## src/rtl/traceback_ptr_ctrl_if.sv

```systemverilog
// Handshake and key bus between the traceback control FSM (master)
// and the traceback pointer controller (slave).
interface traceback_ptr_ctrl_if #(
   parameter int word_num_bit = 4,
   parameter int POS_num_bit  = 4
);
   logic                    RW_Key_reg;
   logic [word_num_bit-1:0] key_Key_reg;
   logic                    start;
   logic [POS_num_bit-1:0]  len_i;
   logic                    dir;
   logic                    step_en;
   logic [word_num_bit-1:0] key_o;
   logic [POS_num_bit-1:0]  steps_left;
   logic                    busy;
   logic                    done;
   logic                    wrap_o;

   modport master (
      output RW_Key_reg, key_Key_reg, start, len_i, dir, step_en,
      input  key_o, steps_left, busy, done, wrap_o
   );

   modport slave (
      input  RW_Key_reg, key_Key_reg, start, len_i, dir, step_en,
      output key_o, steps_left, busy, done, wrap_o
   );
endinterface

```

## src/rtl/traceback_ptr_ctrl.sv

```systemverilog
// Traceback pointer controller: holds the survivor-memory word index and walks
// it up or down (wrapping or saturating) for a programmed number of steps.
module traceback_ptr_ctrl #(
   parameter int word_num     = 16,
   parameter int word_num_bit = 4,
   parameter int POS_num      = 11,
   parameter int POS_num_bit  = 4,
   parameter bit WRAP_MODE    = 1'b1
) (
   input logic                clk,
   input logic                reset,
   traceback_ptr_ctrl_if.slave bus
);

   localparam logic [word_num_bit-1:0] KEY_MAX = word_num_bit'(word_num - 1);
   localparam logic [word_num_bit-1:0] KEY_MOD = word_num_bit'(word_num);
   localparam logic [POS_num_bit-1:0]  LEN_MAX = POS_num_bit'(POS_num);
   localparam logic [word_num_bit-1:0] KEY_ONE = word_num_bit'(1);
   localparam logic [POS_num_bit-1:0]  CNT_ONE = POS_num_bit'(1);

   typedef enum logic [1:0] {IDLE, RUN, DONE} state_t;

   state_t                  state_q, state_d;
   logic [word_num_bit-1:0] key_q, key_d, load_val;
   logic [POS_num_bit-1:0]  steps_q, steps_d, len_clamped;
   logic                    wrap_q, wrap_d;
   logic                    done_q;

   // Keys at or above word_num fold back into range; one subtraction suffices
   // because the key width is ceil(log2(word_num)).
   assign load_val    = (bus.key_Key_reg > KEY_MAX) ? bus.key_Key_reg - KEY_MOD : bus.key_Key_reg;
   assign len_clamped = (bus.len_i > LEN_MAX) ? LEN_MAX : bus.len_i;

   // NOTE: every always_comb output gets a default first so no path infers a latch.
   always_comb begin
      state_d = state_q;
      key_d   = key_q;
      steps_d = steps_q;
      wrap_d  = 1'b0;
      if (bus.RW_Key_reg) begin
         key_d   = load_val;
         steps_d = '0;
         state_d = IDLE;
      end else begin
         unique case (state_q)
            IDLE: if (bus.start) begin
               if (len_clamped == '0) begin
                  state_d = DONE;
               end else begin
                  state_d = RUN;
                  steps_d = len_clamped;
               end
            end
            RUN: if (bus.step_en) begin
               steps_d = steps_q - CNT_ONE;
               if (steps_q == CNT_ONE) state_d = DONE;
               if (!bus.dir) begin
                  if (key_q == '0) begin
                     wrap_d = 1'b1;
                     key_d  = WRAP_MODE ? KEY_MAX : '0;
                  end else begin
                     key_d = key_q - KEY_ONE;
                  end
               end else if (key_q == KEY_MAX) begin
                  wrap_d = 1'b1;
                  key_d  = WRAP_MODE ? '0 : KEY_MAX;
               end else begin
                  key_d = key_q + KEY_ONE;
               end
            end
            DONE:    state_d = IDLE;
            default: state_d = IDLE;
         endcase
      end
   end

   // NOTE: state registers use non-blocking assignments so every flop samples pre-edge values.
   always_ff @(posedge clk or negedge reset) begin
      if (!reset) begin
         state_q <= IDLE;
         key_q   <= '0;
         steps_q <= '0;
         wrap_q  <= 1'b0;
         done_q  <= 1'b0;
      end else begin
         state_q <= state_d;
         key_q   <= key_d;
         steps_q <= steps_d;
         wrap_q  <= wrap_d;
         done_q  <= (state_d == DONE);
      end
   end

   assign bus.key_o      = key_q;
   assign bus.steps_left = steps_q;
   assign bus.busy       = (state_q == RUN);
   assign bus.done       = done_q;
   assign bus.wrap_o     = wrap_q;

endmodule

```

## src/flat_wrapper.sv

```systemverilog
// flat-port wrapper written by rule: the top's interface ports become plain ports
module traceback_ptr_ctrl_flat 
#(
   parameter int word_num     = 16,
   parameter int word_num_bit = 4,
   parameter int POS_num      = 11,
   parameter int POS_num_bit  = 4,
   parameter bit WRAP_MODE    = 1'b1
)
  (clk, reset, bus_RW_Key_reg, bus_key_Key_reg, bus_start, bus_len_i, bus_dir, bus_step_en, bus_key_o, bus_steps_left, bus_busy, bus_done, bus_wrap_o);
  traceback_ptr_ctrl_if #(.word_num_bit(word_num_bit), .POS_num_bit(POS_num_bit)) bus_i ();
  input logic clk;
  input logic reset;
  input wire logic [$bits(bus_i.RW_Key_reg)-1:0] bus_RW_Key_reg;
  input wire logic [$bits(bus_i.key_Key_reg)-1:0] bus_key_Key_reg;
  input wire logic [$bits(bus_i.start)-1:0] bus_start;
  input wire logic [$bits(bus_i.len_i)-1:0] bus_len_i;
  input wire logic [$bits(bus_i.dir)-1:0] bus_dir;
  input wire logic [$bits(bus_i.step_en)-1:0] bus_step_en;
  output wire logic [$bits(bus_i.key_o)-1:0] bus_key_o;
  output wire logic [$bits(bus_i.steps_left)-1:0] bus_steps_left;
  output wire logic [$bits(bus_i.busy)-1:0] bus_busy;
  output wire logic [$bits(bus_i.done)-1:0] bus_done;
  output wire logic [$bits(bus_i.wrap_o)-1:0] bus_wrap_o;
  assign bus_i.RW_Key_reg = bus_RW_Key_reg;
  assign bus_i.key_Key_reg = bus_key_Key_reg;
  assign bus_i.start = bus_start;
  assign bus_i.len_i = bus_len_i;
  assign bus_i.dir = bus_dir;
  assign bus_i.step_en = bus_step_en;
  assign bus_key_o = bus_i.key_o;
  assign bus_steps_left = bus_i.steps_left;
  assign bus_busy = bus_i.busy;
  assign bus_done = bus_i.done;
  assign bus_wrap_o = bus_i.wrap_o;
  traceback_ptr_ctrl #(.word_num(word_num), .word_num_bit(word_num_bit), .POS_num(POS_num), .POS_num_bit(POS_num_bit), .WRAP_MODE(WRAP_MODE)) u_core (.clk(clk), .reset(reset), .bus(bus_i));
endmodule
```

## config.mk

```make
export PLATFORM = sky130hd
export DESIGN_NAME = traceback_ptr_ctrl_flat
export DESIGN_NICKNAME = d
export VERILOG_FILES = /design/src/rtl/traceback_ptr_ctrl_if.sv /design/src/rtl/traceback_ptr_ctrl.sv /design/src/flat_wrapper.sv
export SDC_FILE = /design/constraint.sdc
export NUM_CORES = 1
export LEC_CHECK = 0
export ABC_AREA = 1
export BUFFER_PORTS_ARGS = -buffer_cell sky130_fd_sc_hd__buf_2
export CORE_UTILIZATION = 42
export DETAILED_ROUTE_END_ITERATION = 8
export HOLD_SLACK_MARGIN = 0.06
export PLACE_DENSITY = 0.66
export SYNTH_ARGS = -nofsm -noshare
export SYNTH_HDL_FRONTEND = slang
export SYNTH_SLANG_ARGS = --single-unit
```

## constraint.sdc

```tcl
create_clock -name clk -period 1.7 [get_ports clk]
set_clock_uncertainty 0.1 [all_clocks]
set_input_delay 0.17 -clock clk [delete_from_list [all_inputs] [get_ports clk]]
set_output_delay 0.17 -clock clk [all_outputs]
set_load 0.03 [all_outputs]
```

==> results.cfg, run 1 <==
[yosys]
synth.distinct_cells = 21
post-synth-top-count-cell = nand2_1
synth-edff-count = 0
yosys-top-cells-count = nand2_1, nand3_1, nor2_1, inv_1, dfrtp_1
yosysWarningCount = 0
synth-seq-cells = 12
syn_area_per_cell_um2 = 6.93
synthArstFlopShare_pct = 100
synth_top_area_share_pct = 34.1
netlist_area_um2 = 880
synthCells = 127
syn-num-nets = 146
synth.area.top_cells = dfrtp_1, nand2_1, nand3_1, ha_1, nor2_1
synth-seq-area-share_pct = 34.1
synth_top_cell_by_area = dfrtp_1
synth_ff_type = dfrtp_1

[grt]
grt.overflow.total = 0
grt_max_degree = 13
use_met1_pct = 28.3
antenna_found_initial = 0
grt_pass1_wl_mm = 3.13
busiest_layer = met2
gr-usage-met3_pct = 5.66
grt_pass1_vias = 728
globalRouteMet2Util_pct = 30.8
grt_usage_pct = 20.0

[status]
status = complete, no violations

[timing]
hold_viol = 0
max_slew_margin_pct = 78.4
fmax_mhz = 669
period_share_pct = 87.9
finalSetupViolations = 0
slew_viol_final = 0
tightest_slew_ns = 0.323
rsz0062_at_grt = no
whs_ns = 0.102
fin_tns_setup_ns = 0
finalCriticalPeriod_ns = 1.49

[final_layout]
syn_to_final_growth_pct = 20.2
drive_gt1_share_pct = 21.4
n_antenna_cell = 0
stdcell_count = 181
design_area_um2 = 1060
final_nets = 175
num-fill-cells = 220

[floorplan]
core_area_um2 = 1960
rows = 16
start_util_pct = 44.8
die_area_um2 = 2280
chipWidth_um = 47.8
io-pin-count = 25
die_h_um = 47.8

[power]
power_frac_comb_pct = 40.5
power.internal_uw = 522
finalPower_uw = 884
power.density_nw_per_um2 = 836
power_switching_uw = 362
peakVddDrop_v = 0.000505
leakagePower_nw = 0.571
seq_power_share_pct = 41.1
p_sw_share_pct = 40.9
clockPowerShare_pct = 18.4

[place]
io_buffer_count = 24
hpwl_mm = 1.51
place_area_um2 = 1010
gp_congestion = 0.843
dp.cells = 176

[routing]
final_antenna_net_count = 0
firstDrtPassIters = 6
dr_total_vias = 881
drcViolationCount = 0
drt_first_iter_violations = 13
totalWireLength_mm = 1.98
via_per_inst = 4.87
post_drt_wl_per_cell_um = 10.9

[worst_setup_path]
r2r_end = u_core.bus.key_o[0]
rr_startpoint = u_core.bus.key_o[0]
critical-path-slowest-cell = dfrtp_1
cp.arrival_ns = 1.55
critPathMaxStageDelay_ns = 0.44
cp.required_ns = 1.76
r2r_cells = 8
end_kind = flip-flop
startpoint_type = flip-flop
crit_fanout = 7
reg2reg_setup_slack_ns = 0.21
path_cells = inv_1 -> ha_1 -> inv_1 -> nor2_1 -> a21oi_1 -> o21ai_0 -> nand2_1 -> nand2_1
critPathKind = flip-flop to flip-flop

[clocking]
clk_latency_ns = 0.26
clk_pin_slew_worst_paths_ns = 0.06
cts-root-buf = clkbuf_4
numCtsBuffers = 3
cts_sinks = 12
cts.repair.resized = 0
clockBufferDepth = 2
cts_tree = built
cts_max_level = 1

[worst_hold_path]
min_to = u_core.bus.wrap_o
hold_class = input port to flip-flop
min_delay_path_depth = 3
hold_path_startpoint = bus_step_en

[job]
maxCapViolCount = 0
## power by group through the flow
stage	registers, mW	logic (mW)	clock network (mW)
after floorplan	0.415	0.210	0
after global placement	0.368	0.347	0
after CTS	0.363	0.361	0.174
after global routing	0.370	0.407	0.187
after detailed placement	0.368	0.352	0
final	0.363	0.358	0.163
## kinds of logic (layout without fill, tap and decap cells)
| group | after synthesis | count (layout) | synth area share, % |
|---|---|---|---|
| xor gates and xnor gates | 1 | 1 | 0.996 |
| and+or+nand+nor | 73 | 73 | 36.6 |
| AOI/OAI and AO/OA | 18 | 18 | 12.2 |
| adders and majority gates | 5 | 5 | 7.11 |
| buffers and inverters | 18 | 45 | 8.96 |
| DFF | 12 | 12 | 34.1 |
## metrics by stage
stage / util (%) / worst slack [ns]
floorplan: - / 0.114
global placement: 51.7 / 0.295
detailed placement: 51.7 / 0.255
CTS: 53.9 / 0.209
global route: 53.9 / 0.0554
finish: 53.9 / 0.206
## worst max-delay path by stage
stage / startpoint / endpoint / slack, ns / cells after the start
after CTS: u_core.bus.key_o[0] / u_core.bus.key_o[0] / 0.21 / 8
after floorplan: u_core.bus.key_o[0] / u_core.bus.key_o[0] / 0.11 / 8
final: u_core.bus.key_o[0] / u_core.bus.key_o[0] / 0.21 / 8
after global placement: u_core.bus.key_o[0] / u_core.bus.key_o[0] / 0.29 / 8
after detailed placement: u_core.bus.key_o[0] / u_core.bus.key_o[0] / 0.25 / 8
after global routing: u_core.bus.key_o[0] / u_core.bus.key_o[0] / 0.06 / 8
## placed cells by master, fill, tap and decap left out, types with 3 or more instances in the layout
| cell type | Yosys | routed |
|---|---|---|
| nand3_1 | 19 | 19 |
| a21oi_1 | 7 | 7 |
| dfrtp_1 | 12 | 12 |
| o21ai_0 | 6 | 6 |
| inv_1 | 13 | 13 |
| nor2_1 | 15 | 15 |
| nand4_1 | 3 | 3 |
| buf_2 | 0 | 24 |
| clkbuf_4 | 0 | 3 |
| ha_1 | 5 | 5 |
| nand2_1 | 33 | 33 |
## routing by layer
layer,routed length [um],share of wire [%]
met1,972,49
met2,920,46
met3,77,3.9
met4,9,0.45
met5,0,0
## what timing repair did
action,4_1_cts,5_1_grt
buffers inserted,0,0
hold buffers,2,0
hold endpoints to repair,13,0
## state kept, by name, indices dropped and copies added (netlist names)
register               cells
u_core.bus.done            1
u_core.bus.key_o           4
u_core.bus.steps_left      4
u_core.bus.wrap_o          1
u_core.state_q             2
## worst max-delay path: cells and delay by family, from the launching register on
family	cells	cell delay (ns)
flip-flops	1	0.44
AO/OA/AOI/OAI	2	0.27
adder cells (fa/ha/maj)	1	0.22
buffers and inverters	2	0.19
AND/OR/NAND/NOR	3	0.17
## area by class of cell
cell class | instances | area [um^2] | share of cell area [%]
multi-input combinational | 97 | 500 | 47.3
inverter | 16 | 60.1 | 5.68
tap | 27 | 33.8 | 3.20
timing repair buffer | 26 | 140 | 13.3
sequential | 12 | 300 | 28.4
clock buffer | 3 | 22.5 | 2.13
Note: power is estimated with default switching activity, not from simulation.
==> run 2, diff against run 1 <==
CELL_PAD_IN_SITES_DETAIL_PLACEMENT = 2   (was not set)
CELL_PAD_IN_SITES_GLOBAL_PLACEMENT = 2   (was not set)
CORE_UTILIZATION = 27   (was 42)
PLACE_DENSITY = 0.77   (was 0.66)
==> run 2 against run 1 <==
First-iteration DRC count rose by 38%. Sequential share of layout area fell by 0.83 points. Core utilization fell by 18 points. Worst setup slack got worse by 0.066 ns. Worst hold slack got worse by 0.030 ns. Critical endpoint unchanged. Largest power group is now combinational cells.
==> results.cfg, run 2 (synthesis results as in run 1) <==
[clocking]
clk_latency_ns = 0.28
cts_tree = built
cts_sinks = 12
cts_max_level = 1
post-cts-setup-buffers = 0
clockBufferDepth = 2
numCtsBuffers = 3
clk_pin_slew_worst_paths_ns = 0.08
cts-root-buf = clkbuf_4

[place]
hpwl_mm = 2.14
gp_congestion = 0.747
pre_cts_ws_ns = 0.110
io_buffer_count = 24

[worst_setup_path]
cp.arrival_ns = 1.64
reg2reg_setup_slack_ns = 0.14
critPathKind = flip-flop to flip-flop
startpoint_type = flip-flop
cp.required_ns = 1.78
rr_startpoint = u_core.bus.key_o[1]
r2r_end = u_core.bus.key_o[0]
crit_fanout = 7
r2r_cells = 8
end_kind = flip-flop

[routing]
post_drt_wl_per_cell_um = 13.5
firstDrtPassIters = 4
totalWireLength_mm = 2.69
final_antenna_net_count = 0
dr_total_vias = 955
via_per_inst = 4.80
drcViolationCount = 0
drt_first_iter_violations = 18

[floorplan]
io-pin-count = 25
start_util_pct = 28.6
die_area_um2 = 3490
rows = 20
chipWidth_um = 59.1
die_h_um = 59.1
core_area_um2 = 3080

[power]
leakagePower_nw = 0.577
power.density_nw_per_um2 = 896
finalPower_uw = 980
peakVddDrop_v = 0.000346

[final_layout]
drive_gt1_share_pct = 22.6
final_common_cell = nand2_1
final_nets = 175
num-fill-cells = 398
n_antenna_cell = 0
syn_to_final_growth_pct = 24.3
final_cell_mix = nand2_1, buf_2, nand3_1

[timing]
finalCriticalPeriod_ns = 1.56
max_slew_margin_pct = 76.7
finalSetupViolations = 0
hold_viol = 0
tightest_slew_ns = 0.349
slew_viol_final = 0
rsz0062_at_grt = no
setup_slack_ns = 0.140
fmax_mhz = 641
fin_tns_setup_ns = 0
period_share_pct = 91.8

[worst_hold_path]
min_delay_path_depth = 2
hold_path_startpoint = bus_RW_Key_reg
min_to = u_core.state_q[1]
hold_class = input port to flip-flop

[grt]
grt_pass1_vias = 970
antenna_found_initial = 0
grt_pass1_wl_mm = 4.61
grt.overflow.total = 0
grt_max_degree = 13
grt_usage_pct = 18.1

[status]
status = complete, no violations

[job]
maxCapViolCount = 0
[run 2: worst max-delay path, cell delays in order, from the launching register on]
cell     delay (ns)
dfrtp_1        0.45
inv_1          0.10
ha_1           0.19
inv_1          0.07
nor2_1         0.06
a21oi_1        0.20
o21ai_0        0.15
nand2_1        0.08
nand2_1        0.05
[run 2: worst max path at each step]
stage / cells past startpoint / slack, ns / end / start
finish: 8 / 0.14 / u_core.bus.key_o[0] / u_core.bus.key_o[1]
global route: 8 / 0.007 / u_core.bus.key_o[3] / u_core.bus.key_o[1]
CTS: 8 / 0.09 / u_core.bus.key_o[0] / u_core.bus.key_o[0]
detailed placement: 8 / 0.11 / u_core.bus.key_o[0] / u_core.bus.key_o[0]
global placement: 8 / 0.20 / u_core.bus.key_o[0] / u_core.bus.key_o[0]
floorplan: 8 / 0.11 / u_core.bus.key_o[0] / u_core.bus.key_o[0]
[run 2: metrics by stage]
| stage | util [%] | area, um^2 | std cells | hold slack, ns |
|---|---|---|---|---|
| after global placement | 33.7 | 1040 | 193 | -0.0259 |
| final | 35.5 | 1090 | 199 | 0.0723 |
| after global routing | 35.5 | 1090 | 199 | 0.0859 |
| after detailed placement | 33.7 | 1040 | 193 | -0.0218 |
| after CTS | 35.5 | 1090 | 199 | 0.0657 |
| after floorplan | - | 880 | 127 | -0.226 |
[run 2: routing by layer]
metal | GRT usage, % | up-vias | routed length [um]
li1 | - | 467 | -
met1 | 21.9 | 471 | 1200
met2 | 31.7 | 13 | 1380
met3 | 4.59 | 4 | 90
met4 | 5.10 | 0 | 25
met5 | 0 | - | 0
[run 2: timing repair]
item | in CTS | in global routing
hold buffers | 2 | 0
endpoints found under the hold margin | 13 | 0
endpoints found under the setup margin | 0 | 1
gates resized for setup | 0 | 1
[run 2: area by class of cell]
class	count	area [um^2]	share of cell area, %
Clock buffer	4	36.3	3.32
Inverter	16	60.1	5.49
Multi-Input combinational cell	97	500	45.8
Sequential cell	12	302	27.6
Tap cell	44	55.1	5.03
Timing Repair Buffer	26	140	12.8
[run 2: power breakdown]
| part | total (mW) | internal (mW) | switching [mW] |
|---|---|---|---|
| registers | 0.369 | 0.318 | 0.0506 |
| logic | 0.370 | 0.122 | 0.248 |
| clock network | 0.241 | 0.131 | 0.110 |
==> run 3, diff against run 2 <==
REMOVE_ABC_BUFFERS = 1   (was not set)
==> run 3 against run 2 <==
First-iteration DRC count decreased by 33%. Die area unchanged. Final area shrank 1.1%. Register-to-register slack improved by 0.06 ns. Clock-buffer cell count is 1 lower. Via count is 0.31% lower. Highest routed layer unchanged.
==> results.cfg, run 3 (synthesis results as in run 1) <==
[clocking]
cts_sinks = 12
clk_latency_ns = 0.28
clk_pin_slew_worst_paths_ns = 0.08
cts_max_level = 1
cts_tree = built
cts-root-buf = clkbuf_4
clockBufferDepth = 2
numCtsBuffers = 3
post-cts-setup-buffers = 0

[grt]
grt.overflow.total = 0
grt_max_degree = 13
grt_pass1_wl_mm = 4.66
grt_usage_pct = 18.0
antenna_found_initial = 0
grt_pass1_vias = 1005

[worst_setup_path]
r2r_end = u_core.bus.key_o[0]
cp.required_ns = 1.77
crit_path_start = u_core.bus.key_o[0]
crit_fanout = 7
end_kind = flip-flop
startpoint_type = flip-flop
critPathMaxStageDelay_ns = 0.42
crit_path_end = u_core.bus.key_o[0]
cp.arrival_ns = 1.57
r2r_cells = 8
rr_startpoint = u_core.bus.key_o[0]
critical-path-slowest-cell = dfrtp_2
critPathTopFamily = flip-flops
path_depth = 8
crit_buf_inv = 2
path_cells = inv_1 -> ha_1 -> inv_1 -> nor2_1 -> a21oi_1 -> o21ai_0 -> nand2_1 -> nand2_1
reg2reg_setup_slack_ns = 0.20
critPathKind = flip-flop to flip-flop

[timing]
max_slew_margin_pct = 77.7
finalCriticalPeriod_ns = 1.50
tightest_slew_ns = 0.334
rsz0062_at_grt = no
fmax_mhz = 665
fin_tns_setup_ns = 0
period_share_pct = 88.5
finalSetupViolations = 0
slew_viol_final = 0
hold_viol = 0

[status]
status = complete, no violations

[job]
maxCapViolCount = 0

[worst_hold_path]
min_delay_path_depth = 2
hold_class = input port to flip-flop

[power]
power_switching_uw = 398
peakVddDrop_v = 0.000287
power.internal_uw = 523
seq_power_share_pct = 40.2
power_frac_comb_pct = 40.3
p_sw_share_pct = 43.2
leakagePower_nw = 0.569
clockPowerShare_pct = 19.6
power.density_nw_per_um2 = 852

[routing]
via_per_inst = 4.81
drt_first_iter_violations = 12
dr_total_vias = 952
final_antenna_net_count = 0
firstDrtPassIters = 4
post_drt_wl_per_cell_um = 13.9
drcViolationCount = 0
totalWireLength_mm = 2.76

[final_layout]
final_common_cell = nand2_1
stdcell_count = 198
drive_gt1_share_pct = 22.7
n_antenna_cell = 0
final_cell_mix = nand2_1, buf_2, nand3_1
num-fill-cells = 391
final_nets = 175
fin_util_pct = 35.1
syn_to_final_growth_pct = 22.9

[place]
gp_congestion = 0.761
dp.cells = 193
io_buffer_count = 24
hpwl_mm = 2.25

[floorplan]
core_area_um2 = 3080
start_util_pct = 28.6
chipWidth_um = 59.1
rows = 20
die_h_um = 59.1
die_area_um2 = 3490
io-pin-count = 25
run 3: power by group through the flow:
stage               registers (mW)  clock network, mW  logic (mW)
floorplan                    0.421                  0       0.193
CTS                          0.368              0.197       0.379
finish                       0.370              0.180       0.371
global placement             0.370                  0       0.364
detailed placement           0.374                  0       0.374
global route                 0.375              0.206       0.418
run 3: worst min path at each step:
stage | start | to | slack [ns]
global placement | reset | u_core.bus.steps_left[3] | -0.03
CTS | bus_RW_Key_reg | u_core.bus.done | 0.07
global route | bus_RW_Key_reg | u_core.state_q[1] | 0.08
finish | bus_RW_Key_reg | u_core.bus.done | 0.08
detailed placement | reset | u_core.bus.key_o[2] | -0.02
floorplan | reset | u_core.bus.done | -0.23
run 3: what timing repair did:
action                                  CTS  global route
gates resized for setup                   0             2
endpoints found under the setup margin    0             1
hold buffers                              2             0
endpoints found under the hold margin    13             0
run 3: layout make-up:
| type | count | area (um^2) | share of cell area (%) |
|---|---|---|---|
| clock buffers | 3 | 22.5 | 2.08 |
| multi-input cells | 97 | 500 | 46.3 |
| flip-flops and latches | 12 | 303 | 28.0 |
| repair buffers | 26 | 140 | 13.0 |
| well taps | 44 | 55.1 | 5.09 |
| inverters | 16 | 60.1 | 5.56 |
run 3: layer usage:
metal / global-route usage, % / up-vias / part of all wire [%]
met5: 0 / - / 0
met4: 6.12 / 0 / 1.4
met3: 3.28 / 5 / 2.3
met2: 31.8 / 15 / 51
met1: 21.8 / 466 / 45
li1: - / 466 / -
run 3: worst register-to-register path, stage by stage (launching register included):
cell	delay (ns)
dfrtp_2	0.42
inv_1	0.10
ha_1	0.21
inv_1	0.07
nor2_1	0.06
a21oi_1	0.19
o21ai_0	0.13
nand2_1	0.07
nand2_1	0.04
run 3: stage by stage:
step | setup slack [ns] | power, mW | hold WS, ns | instance area, um^2
floorplan | 0.114 | 0.614 | -0.226 | 861
global placement | 0.213 | 0.734 | -0.0285 | 1040
detailed placement | 0.102 | 0.748 | -0.0200 | 1040
CTS | 0.0913 | 0.944 | 0.0674 | 1080
global route | 0.0441 | 1.00 | 0.0815 | 1080
finish | 0.196 | 0.921 | 0.0751 | 1080
